$ cat src/rtl/uart_pkg.sv
// Shared UART definitions for the receive and transmit paths.
package uart_pkg;

    localparam int CLKS_PER_BIT_115200 = 434;

    typedef logic [7:0] byte_t;

    typedef enum logic [2:0] {
        RX_IDLE  = 3'd0,
        RX_START = 3'd1,
        RX_DATA  = 3'd2,
        RX_STOP  = 3'd3,
        RX_BREAK = 3'd4
    } rx_state_e;

endpackage

$ cat src/rtl/sync_fifo.sv
// Show-ahead synchronous FIFO with occupancy count.
// A full FIFO still accepts a push when a pop happens in the same cycle.
module sync_fifo #(
    parameter int W  = 8,
    parameter int AW = 4
) (
    input  logic         clk,
    input  logic         rst_n,
    input  logic         push,
    input  logic [W-1:0] din,
    output logic         push_ready,
    input  logic         pop,
    output logic [W-1:0] dout,
    output logic         valid,
    output logic [AW:0]  count
);

    localparam int DEPTH = 1 << AW;
    localparam logic [AW:0] FULL = (AW+1)'(DEPTH);

    logic [W-1:0]  mem_q [DEPTH];
    logic [W-1:0]  mem_d [DEPTH];
    logic [AW-1:0] wr_ptr_q, wr_ptr_d;
    logic [AW-1:0] rd_ptr_q, rd_ptr_d;
    logic [AW:0]   count_q, count_d;
    logic          do_push;
    logic          do_pop;

    assign valid      = (count_q != '0);
    assign do_pop     = pop && valid;
    assign push_ready = (count_q != FULL) || do_pop;
    assign do_push    = push && push_ready;
    assign dout       = mem_q[rd_ptr_q];
    assign count      = count_q;

    always_comb begin
        mem_d    = mem_q;
        wr_ptr_d = wr_ptr_q;
        rd_ptr_d = rd_ptr_q;
        count_d  = count_q;
        if (do_push) begin
            mem_d[wr_ptr_q] = din;
            wr_ptr_d        = wr_ptr_q + 1'b1;
        end
        if (do_pop) begin
            rd_ptr_d = rd_ptr_q + 1'b1;
        end
        unique case ({do_push, do_pop})
            2'b10:   count_d = count_q + 1'b1;
            2'b01:   count_d = count_q - 1'b1;
            default: count_d = count_q;
        endcase
    end

    always_ff @(posedge clk or negedge rst_n) begin
        if (!rst_n) begin
            for (int i = 0; i < DEPTH; i++) begin
                mem_q[i] <= '0;
            end
            wr_ptr_q <= '0;
            rd_ptr_q <= '0;
            count_q  <= '0;
        end else begin
            mem_q    <= mem_d;
            wr_ptr_q <= wr_ptr_d;
            rd_ptr_q <= rd_ptr_d;
            count_q  <= count_d;
        end
    end

endmodule

$ cat src/rtl/uart_rx_fifo.sv
// UART 8N1 receiver feeding a show-ahead byte FIFO for the CPU core.
module uart_rx_fifo
    import uart_pkg::*;
#(
    parameter int CLKS_PER_BIT = CLKS_PER_BIT_115200,
    parameter int FIFO_AW      = 4
) (
    input  logic             clk,
    input  logic             rst_n,
    input  logic             rx,
    output logic [7:0]       rx_data,
    output logic             rx_valid,
    input  logic             rx_ready,
    output logic [FIFO_AW:0] fifo_count,
    output logic             is_receiving,
    output logic             overrun,
    output logic             frame_error
);

    localparam int CW = $clog2(CLKS_PER_BIT);
    localparam logic [CW-1:0] HALF_M1 = CW'(CLKS_PER_BIT / 2 - 1);
    localparam logic [CW-1:0] FULL_M1 = CW'(CLKS_PER_BIT - 1);

    logic          rx_meta_q;
    logic          rxs_q;
    rx_state_e     state_q, state_d;
    logic [CW-1:0] cnt_q, cnt_d;
    logic [2:0]    bit_idx_q, bit_idx_d;
    byte_t         shreg_q, shreg_d;
    logic          overrun_q, overrun_d;
    logic          frame_error_q, frame_error_d;
    logic          push_req;
    logic          push_ready;

    always_comb begin
        state_d       = state_q;
        cnt_d         = cnt_q;
        bit_idx_d     = bit_idx_q;
        shreg_d       = shreg_q;
        overrun_d     = 1'b0;
        frame_error_d = 1'b0;
        push_req      = 1'b0;
        unique case (state_q)
            RX_IDLE: begin
                if (!rxs_q) begin
                    state_d = RX_START;
                    cnt_d   = '0;
                end
            end
            RX_START: begin
                // mid-bit recheck filters glitches shorter than half a bit
                if (cnt_q == HALF_M1) begin
                    cnt_d     = '0;
                    bit_idx_d = '0;
                    state_d   = rxs_q ? RX_IDLE : RX_DATA;
                end else begin
                    cnt_d = cnt_q + 1'b1;
                end
            end
            RX_DATA: begin
                if (cnt_q == FULL_M1) begin
                    cnt_d     = '0;
                    shreg_d   = {rxs_q, shreg_q[7:1]};
                    bit_idx_d = bit_idx_q + 1'b1;
                    if (bit_idx_q == 3'd7) begin
                        state_d = RX_STOP;
                    end
                end else begin
                    cnt_d = cnt_q + 1'b1;
                end
            end
            RX_STOP: begin
                if (cnt_q == FULL_M1) begin
                    cnt_d = '0;
                    if (rxs_q) begin
                        push_req  = 1'b1;
                        overrun_d = !push_ready;
                        state_d   = RX_IDLE;
                    end else begin
                        frame_error_d = 1'b1;
                        state_d       = RX_BREAK;
                    end
                end else begin
                    cnt_d = cnt_q + 1'b1;
                end
            end
            RX_BREAK: begin
                if (rxs_q) begin
                    state_d = RX_IDLE;
                end
            end
            default: state_d = RX_IDLE;
        endcase
    end

    always_ff @(posedge clk or negedge rst_n) begin
        if (!rst_n) begin
            rx_meta_q     <= 1'b1;
            rxs_q         <= 1'b1;
            state_q       <= RX_IDLE;
            cnt_q         <= '0;
            bit_idx_q     <= '0;
            shreg_q       <= '0;
            overrun_q     <= 1'b0;
            frame_error_q <= 1'b0;
        end else begin
            rx_meta_q     <= rx;
            rxs_q         <= rx_meta_q;
            state_q       <= state_d;
            cnt_q         <= cnt_d;
            bit_idx_q     <= bit_idx_d;
            shreg_q       <= shreg_d;
            overrun_q     <= overrun_d;
            frame_error_q <= frame_error_d;
        end
    end

    sync_fifo #(
        .W  (8),
        .AW (FIFO_AW)
    ) u_fifo (
        .clk        (clk),
        .rst_n      (rst_n),
        .push       (push_req),
        .din        (shreg_q),
        .push_ready (push_ready),
        .pop        (rx_ready),
        .dout       (rx_data),
        .valid      (rx_valid),
        .count      (fifo_count)
    );

    assign is_receiving = (state_q != RX_IDLE);
    assign overrun      = overrun_q;
    assign frame_error  = frame_error_q;

endmodule

$ cat config.mk
export PLATFORM = sky130hd
export DESIGN_NAME = uart_rx_fifo
export DESIGN_NICKNAME = d
export VERILOG_FILES = /design/src/rtl/uart_pkg.sv /design/src/rtl/sync_fifo.sv /design/src/rtl/uart_rx_fifo.sv
export SDC_FILE = /design/constraint.sdc
export NUM_CORES = 1
export LEC_CHECK = 0
export ABC_CLOCK_PERIOD_IN_PS = 8000
export CORE_AREA = 2 2 119 121
export CTS_CLUSTER_DIAMETER = 40
export CTS_CLUSTER_SIZE = 28
export DETAILED_ROUTE_END_ITERATION = 12
export DIE_AREA = 0 0 121 123
export PLACE_DENSITY = 0.76
export SYNTH_ARGS = -nofsm -noshare
export SYNTH_HDL_FRONTEND = slang
export SYNTH_SLANG_ARGS = --single-unit
$ cat constraint.sdc
create_clock -name clk -period 8 [get_ports clk]
set_input_delay 0.8 -clock clk [delete_from_list [all_inputs] [get_ports clk]]
set_output_delay 0.8 -clock clk [all_outputs]
set_load 0.02 [all_outputs]
==> impl_metrics.json, run 1 <==
{
  "p_clk_share_pct": 40.3,
  "syn_inst": 550,
  "cts_setup_buffers": 0,
  "cts_resized": 0,
  "clk_latency_ns": 0.42,
  "grt_usage_pct": 22.2,
  "syn_to_final_growth_pct": 11.2,
  "grt_max_degree": 93,
  "yosys.area.top_type": "dfrtp_1",
  "critPathArrivalTime_ns": 4.49,
  "grt_pass1_vias": 4579,
  "power_density_mw_per_mm2": 236,
  "power.share.switching_pct": 25.9,
  "clkTransAtPathRegs_ns": 0.06,
  "cp_max_fo": 19,
  "hpwl_um": 9810,
  "drtIter0Drc": 297,
  "synth_ff_type": "dfrtp_1",
  "cts-root-buf": "clkbuf_16",
  "finalSetupTns_ns": 0,
  "period_share_pct": 52.3,
  "die_w_um": 121,
  "drt-vias-per-instance": 6.05,
  "num-nets-final": 571,
  "p_leak_nw": 4.23,
  "crit_type": "reg2reg",
  "yosys-top-cells-area": "dfrtp_1 (52%), mux2_2 (18%), mux4_2 (11%)",
  "fmax_ghz": 0.239,
  "combPwrFrac_pct": 14.4,
  "status": "complete, no violations",
  "numCtsBuffers": 17,
  "detail-route-antenna-nets": 0,
  "ys_ff_latch": 168,
  "rsz0062_at_grt": "false",
  "start_util_pct": 58.6,
  "power_frac_seq_pct": 45.3,
  "core_mm2": 0.0136,
  "max_cap_viol_count": 0,
  "cts_buffer_depth": 2,
  "skew_ns": 0.00679,
  "synth.net_count": 569,
  "critPathLaunchType": "flop",
  "synth_area_mm2": 0.00798,
  "grt_first_pass_wirelength_um": 25000,
  "synth-async-reset-ratio_pct": 100,
  "slew_headroom_pct": 25.0,
  "detail_route.wl_per_cell_um": 20.1,
  "cts_tree": "built",
  "power.ir.vdd_worst_uv": 157,
  "drc": 0,
  "tightestPinTransition_ns": 1.12,
  "drive_gt1_share_pct": 40.8,
  "crit_required_ns": 8.31,
  "rows": 43,
  "slew_violations": 0,
  "synth-seq-area-share_pct": 52.7,
  "fp.dieH_um": 123,
  "synth_top_area_share_pct": 52.1,
  "dieArea_mm2": 0.0149,
  "power.switching_mw": 0.540,
  "vias": 4504,
  "antenna_found_initial": 0,
  "n_antenna_cell": 0,
  "ctsHoldBuffers": 0,
  "dr.pass1.iters": 4,
  "synth.most_common_cell": "dfrtp_1",
  "placed_cells": 713,
  "crit_path_end_kind": "flop",
  "clock-sinks": 168,
  "ys_top_cells_by_count": "dfrtp_1 (166), mux2_2 (125), mux4_2 (40)",
  "layoutNonFillerInstCount": 744,
  "gr-total-overflow": 0,
  "postSynthAreaPerCell_um2": 14.5,
  "gp_congestion": 0.833,
  "min_period_ns": 4.18,
  "hold_viol": 0,
  "ios": 21,
  "htreeDepth": 4,
  "numPortBuffers": 20,
  "hold_path_class": "reg2reg",
  "synth_warnings": 0,
  "wl_um": 15000,
  "setup_viol": 0,
  "yosys.cell_types.count": 54,
  "synth_edf_count": 0,
  "p_int_mw": 1.55
}
## power by group through the flow
stage                     combinational [mW]  sequential [mW]  clock [mW]
after floorplan                        0.243            0.922           0
after global placement                 0.300            0.962           0
after detailed placement               0.309            0.962           0
after CTS                              0.308            0.948       0.855
after global routing                   0.329            0.955       0.888
final                                  0.301            0.945       0.842
## metrics by stage
stage	hold slack [ns]	power [mW]	setup slack, ns	area, um^2	utilization (%)
floorplan	0.345	1.17	4.57	7980	-
global placement	0.347	1.26	3.91	8260	60.7
detailed placement	0.347	1.27	3.80	8260	60.7
CTS	0.356	2.11	3.80	8870	65.1
global route	0.358	2.17	3.49	8870	65.1
finish	0.354	2.09	3.82	8870	65.1
## cell type report
class                           count  area [um^2]
Multi-Input combinational cell    327         3540
Inverter                           14         52.6
Clock buffer                       23          488
Tap cell                          180          225
Sequential cell                   168         4210
Fill cell                         950         4750
Clock inverter                      8          119
Timing Repair Buffer               24          231
## routing by layer
| layer | global-route usage, % | share of wire [%] | vias up |
|---|---|---|---|
| met5 | 0 | 0 | - |
| met4 | 7.49 | 1.6 | 0 |
| met3 | 4.01 | 3.0 | 20 |
| met2 | 34.1 | 48 | 68 |
| met1 | 32.4 | 47 | 2398 |
| li1 | - | - | 2018 |
## flip-flops by register name, summed over array words and instances (netlist names)
name             flops
u_fifo.mem_q       128
cnt_q                9
shreg_q              8
u_fifo.count         5
u_fifo.rd_ptr_q      4
u_fifo.wr_ptr_q      4
bit_idx_q            3
state_q              3
frame_error          1
overrun              1
rx_meta_q            1
rxs_q                1
## worst max-delay path, stage by stage, from the launching register on
cell	delay, ns
dfrtp_1	0.40
inv_1	0.11
ha_1	0.17
nand2_1	0.07
or4_1	0.62
nor3_4	0.94
inv_1	0.11
ha_1	0.28
ha_1	0.33
nor2b_1	0.14
o21ai_0	0.21
a21oi_1	0.09
or3b_2	0.45
xnor2_1	0.13
## worst paths after layout
check | from | endpoint | slack [ns] | cells past startpoint
setup reg to reg | cnt_q[1] | u_fifo.count[4] | 3.82 | 13
hold reg to reg | rx_meta_q | rxs_q | 0.35 | 0
max in group asynchronous | rst_n | u_fifo.mem_q[0] | 6.03 | 2
setup / recovery | cnt_q[1] | u_fifo.count[4] | 3.82 | 13
hold / removal | rx_meta_q | rxs_q | 0.35 | 0
min in group asynchronous | rst_n | u_fifo.mem_q[102] | 0.40 | 1
## layout by cell type, fill, tap and decap left out, types with 2 or more instances in the layout
| cell type | instances |
|---|---|
| mux2_4 | 5 |
| nand4b_1 | 2 |
| o21ai_0 | 15 |
| ha_1 | 14 |
| or4_1 | 2 |
| xnor2_1 | 7 |
| dfrtp_1 | 165 |
| nor2_1 | 4 |
| nand3_1 | 4 |
| clkbuf_1 | 2 |
| nand4_1 | 2 |
| mux4_2 | 40 |
| buf_4 | 4 |
| and3_1 | 2 |
| nor4_1 | 4 |
| nor3_1 | 5 |
| clkdlybuf4s50_1 | 19 |
| nor3b_1 | 5 |
| clkbuf_8 | 4 |
| xor2_1 | 3 |
| nor2b_1 | 3 |
| nand4_2 | 4 |
| a21oi_1 | 4 |
| a311oi_1 | 2 |
| nand3_4 | 5 |
| clkinv_2 | 4 |
| clkbuf_16 | 17 |
| a22o_1 | 2 |
| dfstp_2 | 2 |
| nand3_2 | 7 |
| or2_2 | 2 |
| nand2_1 | 33 |
| a21o_1 | 6 |
| bufinv_16 | 3 |
| inv_1 | 14 |
| mux2_2 | 125 |
## cells by family after synthesis
family                   count (synthesis)  share of synthesized area [%]
AND/OR/NAND/NOR                         95                           7.92
XOR/XNOR                                10                           1.10
AO/OA/AOI/OAI                           36                           2.86
buffers and inverters                   55                           2.93
flip-flops                             168                           52.7
multiplexers                           171                           30.0
adder cells (fa/ha/maj)                 15                           2.45
Note: power is estimated with default switching activity, not from simulation.
==> run 2: changes to the inputs <==
- ABC_CLOCK_PERIOD_IN_PS: 8000 -> 4150
- clock period: 8 -> 4.15 ns (I/O delays scaled with it)
==> impl_metrics.json, run 2 (synthesis gave the netlist of run 1 again) <==
{
  "rrSetupSlack_ns": 0.75,
  "power.ir.vdd_worst_uv": 384,
  "numCtsBuffers": 17,
  "rsz0062_at_grt": "false",
  "power_density_mw_per_mm2": 453,
  "syn_to_final_growth_pct": 11.4,
  "start_util_pct": 58.6,
  "grt_usage_pct": 22.5,
  "dr.pass1.iters": 5,
  "top_regs": "u_fifo.mem_q (128), cnt_q (9), shreg_q (8)",
  "gr-total-overflow": 0,
  "num-nets-final": 573,
  "slew_violations": 0,
  "critPathLaunchType": "flop",
  "cts_buffer_depth": 2,
  "crit_required_ns": 4.45,
  "wl_um": 15200,
  "htreeDepth": 4,
  "max_cap_viol_count": 0,
  "rows": 43,
  "die_w_um": 121,
  "placed_cells": 715,
  "layoutNonFillerInstCount": 747,
  "p_leak_nw": 4.24,
  "period_share_pct": 81.9,
  "setup_ws_ns": 0.753,
  "grt_max_degree": 111,
  "hold_path_class": "in2async",
  "clk_latency_ns": 0.42,
  "worstSetupStartpoint": "u_fifo.count[1]",
  "crit_path_end": "u_fifo.count[4]",
  "worstRegToRegCells": 12,
  "hpwl_um": 9990,
  "ctsHoldBuffers": 0,
  "regMostFlops": "u_fifo.mem_q",
  "tightestPinTransition_ns": 1.00,
  "slew_headroom_pct": 33.1,
  "drive_gt1_share_pct": 40.7,
  "grt_pass1_vias": 4643,
  "detail-route-antenna-nets": 0,
  "ios": 21,
  "cts_setup_buffers": 0,
  "clkTransAtPathRegs_ns": 0.06,
  "numPortBuffers": 20,
  "largest_reg_flops": 128,
  "min_period_ns": 3.40,
  "dpl_worst_slack_ns": 0.722,
  "clock-sinks": 168,
  "finalSetupTns_ns": 0,
  "cp_max_fo": 5,
  "drt-vias-per-instance": 6.02,
  "cts-root-buf": "clkbuf_16",
  "antenna_found_initial": 0,
  "crit_path_end_kind": "flop",
  "n_antenna_cell": 0,
  "r2r-start": "u_fifo.count[1]",
  "hold_viol": 0,
  "layout_commonest_cell": "dfrtp_1",
  "drc": 0,
  "cts_tree": "built",
  "drtIter0Drc": 253,
  "setup_viol": 0,
  "crit_type": "reg2reg",
  "dieArea_mm2": 0.0149,
  "gp_congestion": 0.816,
  "grt_first_pass_wirelength_um": 25100,
  "r2r_end": "u_fifo.count[4]",
  "skew_ns": 0.0133,
  "detail_route.wl_per_cell_um": 20.3,
  "fp.dieH_um": 123,
  "fmax_ghz": 0.294,
  "cts_resized": 0,
  "status": "complete, no violations",
  "finish.utilization_pct": 65.3,
  "vias": 4497,
  "hold_ws_ns": 0.142,
  "critPathArrivalTime_ns": 3.69,
  "layout_common_cells": "dfrtp_1 (165), mux2_2 (125), mux4_2 (40), nand2_1 (33), clkdlybuf4s50_1 (19)",
  "core_mm2": 0.0136
}
run 2: area by class of cell:
type / count / area [um^2]
clock buffers: 24 / 482
clock inverters: 8 / 119
fillers: 959 / 4720
inverters: 14 / 52.6
multi-input cells: 327 / 3540
flip-flops and latches: 168 / 4210
well taps: 180 / 225
repair buffers: 26 / 259
run 2: stage by stage:
stage,power (mW),area (um^2)
2_1_floorplan,2.25,7980
3_3_place_gp,2.44,8290
3_5_place_dp,2.46,8290
4_1_cts,4.06,8890
5_1_grt,4.20,8890
6_report,4.02,8890
run 2: critical path: stages, from the launching register on:
cell     delay [ns]
dfrtp_1        0.43
or4_1          0.58
nor3b_1        0.49
nor3_4         0.09
inv_1          0.07
ha_1           0.21
inv_1          0.10
fa_1           0.40
nor2b_1        0.13
o21ai_0        0.11
nand3_1        0.09
or3b_2         0.45
xnor2_1        0.13
run 2: worst min-delay path by stage:
stage / to / cells after the start
6_report: u_fifo.count[4] / 1
5_1_grt: u_fifo.count[1] / 1
4_1_cts: u_fifo.mem_q[94] / 1
3_5_place_dp: rxs_q / 0
3_3_place_gp: rxs_q / 0
2_1_floorplan: bit_idx_q[0] / 0
run 2: metal layers:
metal / part of all wire, % / up-vias / global-route usage (%)
met5: 0 / - / 0
met4: 1.3 / 0 / 6.98
met3: 3.6 / 14 / 5.35
met2: 49 / 68 / 35.7
met1: 46 / 2389 / 31.1
li1: - / 2026 / -
run 2: report_power, final:
part	total, mW	internal (mW)	switching, mW	leakage [nW]
Clock	1.60	0.993	0.612	0.298
Combinational	0.643	0.300	0.343	1.64
Sequential	1.77	1.69	0.0877	2.31
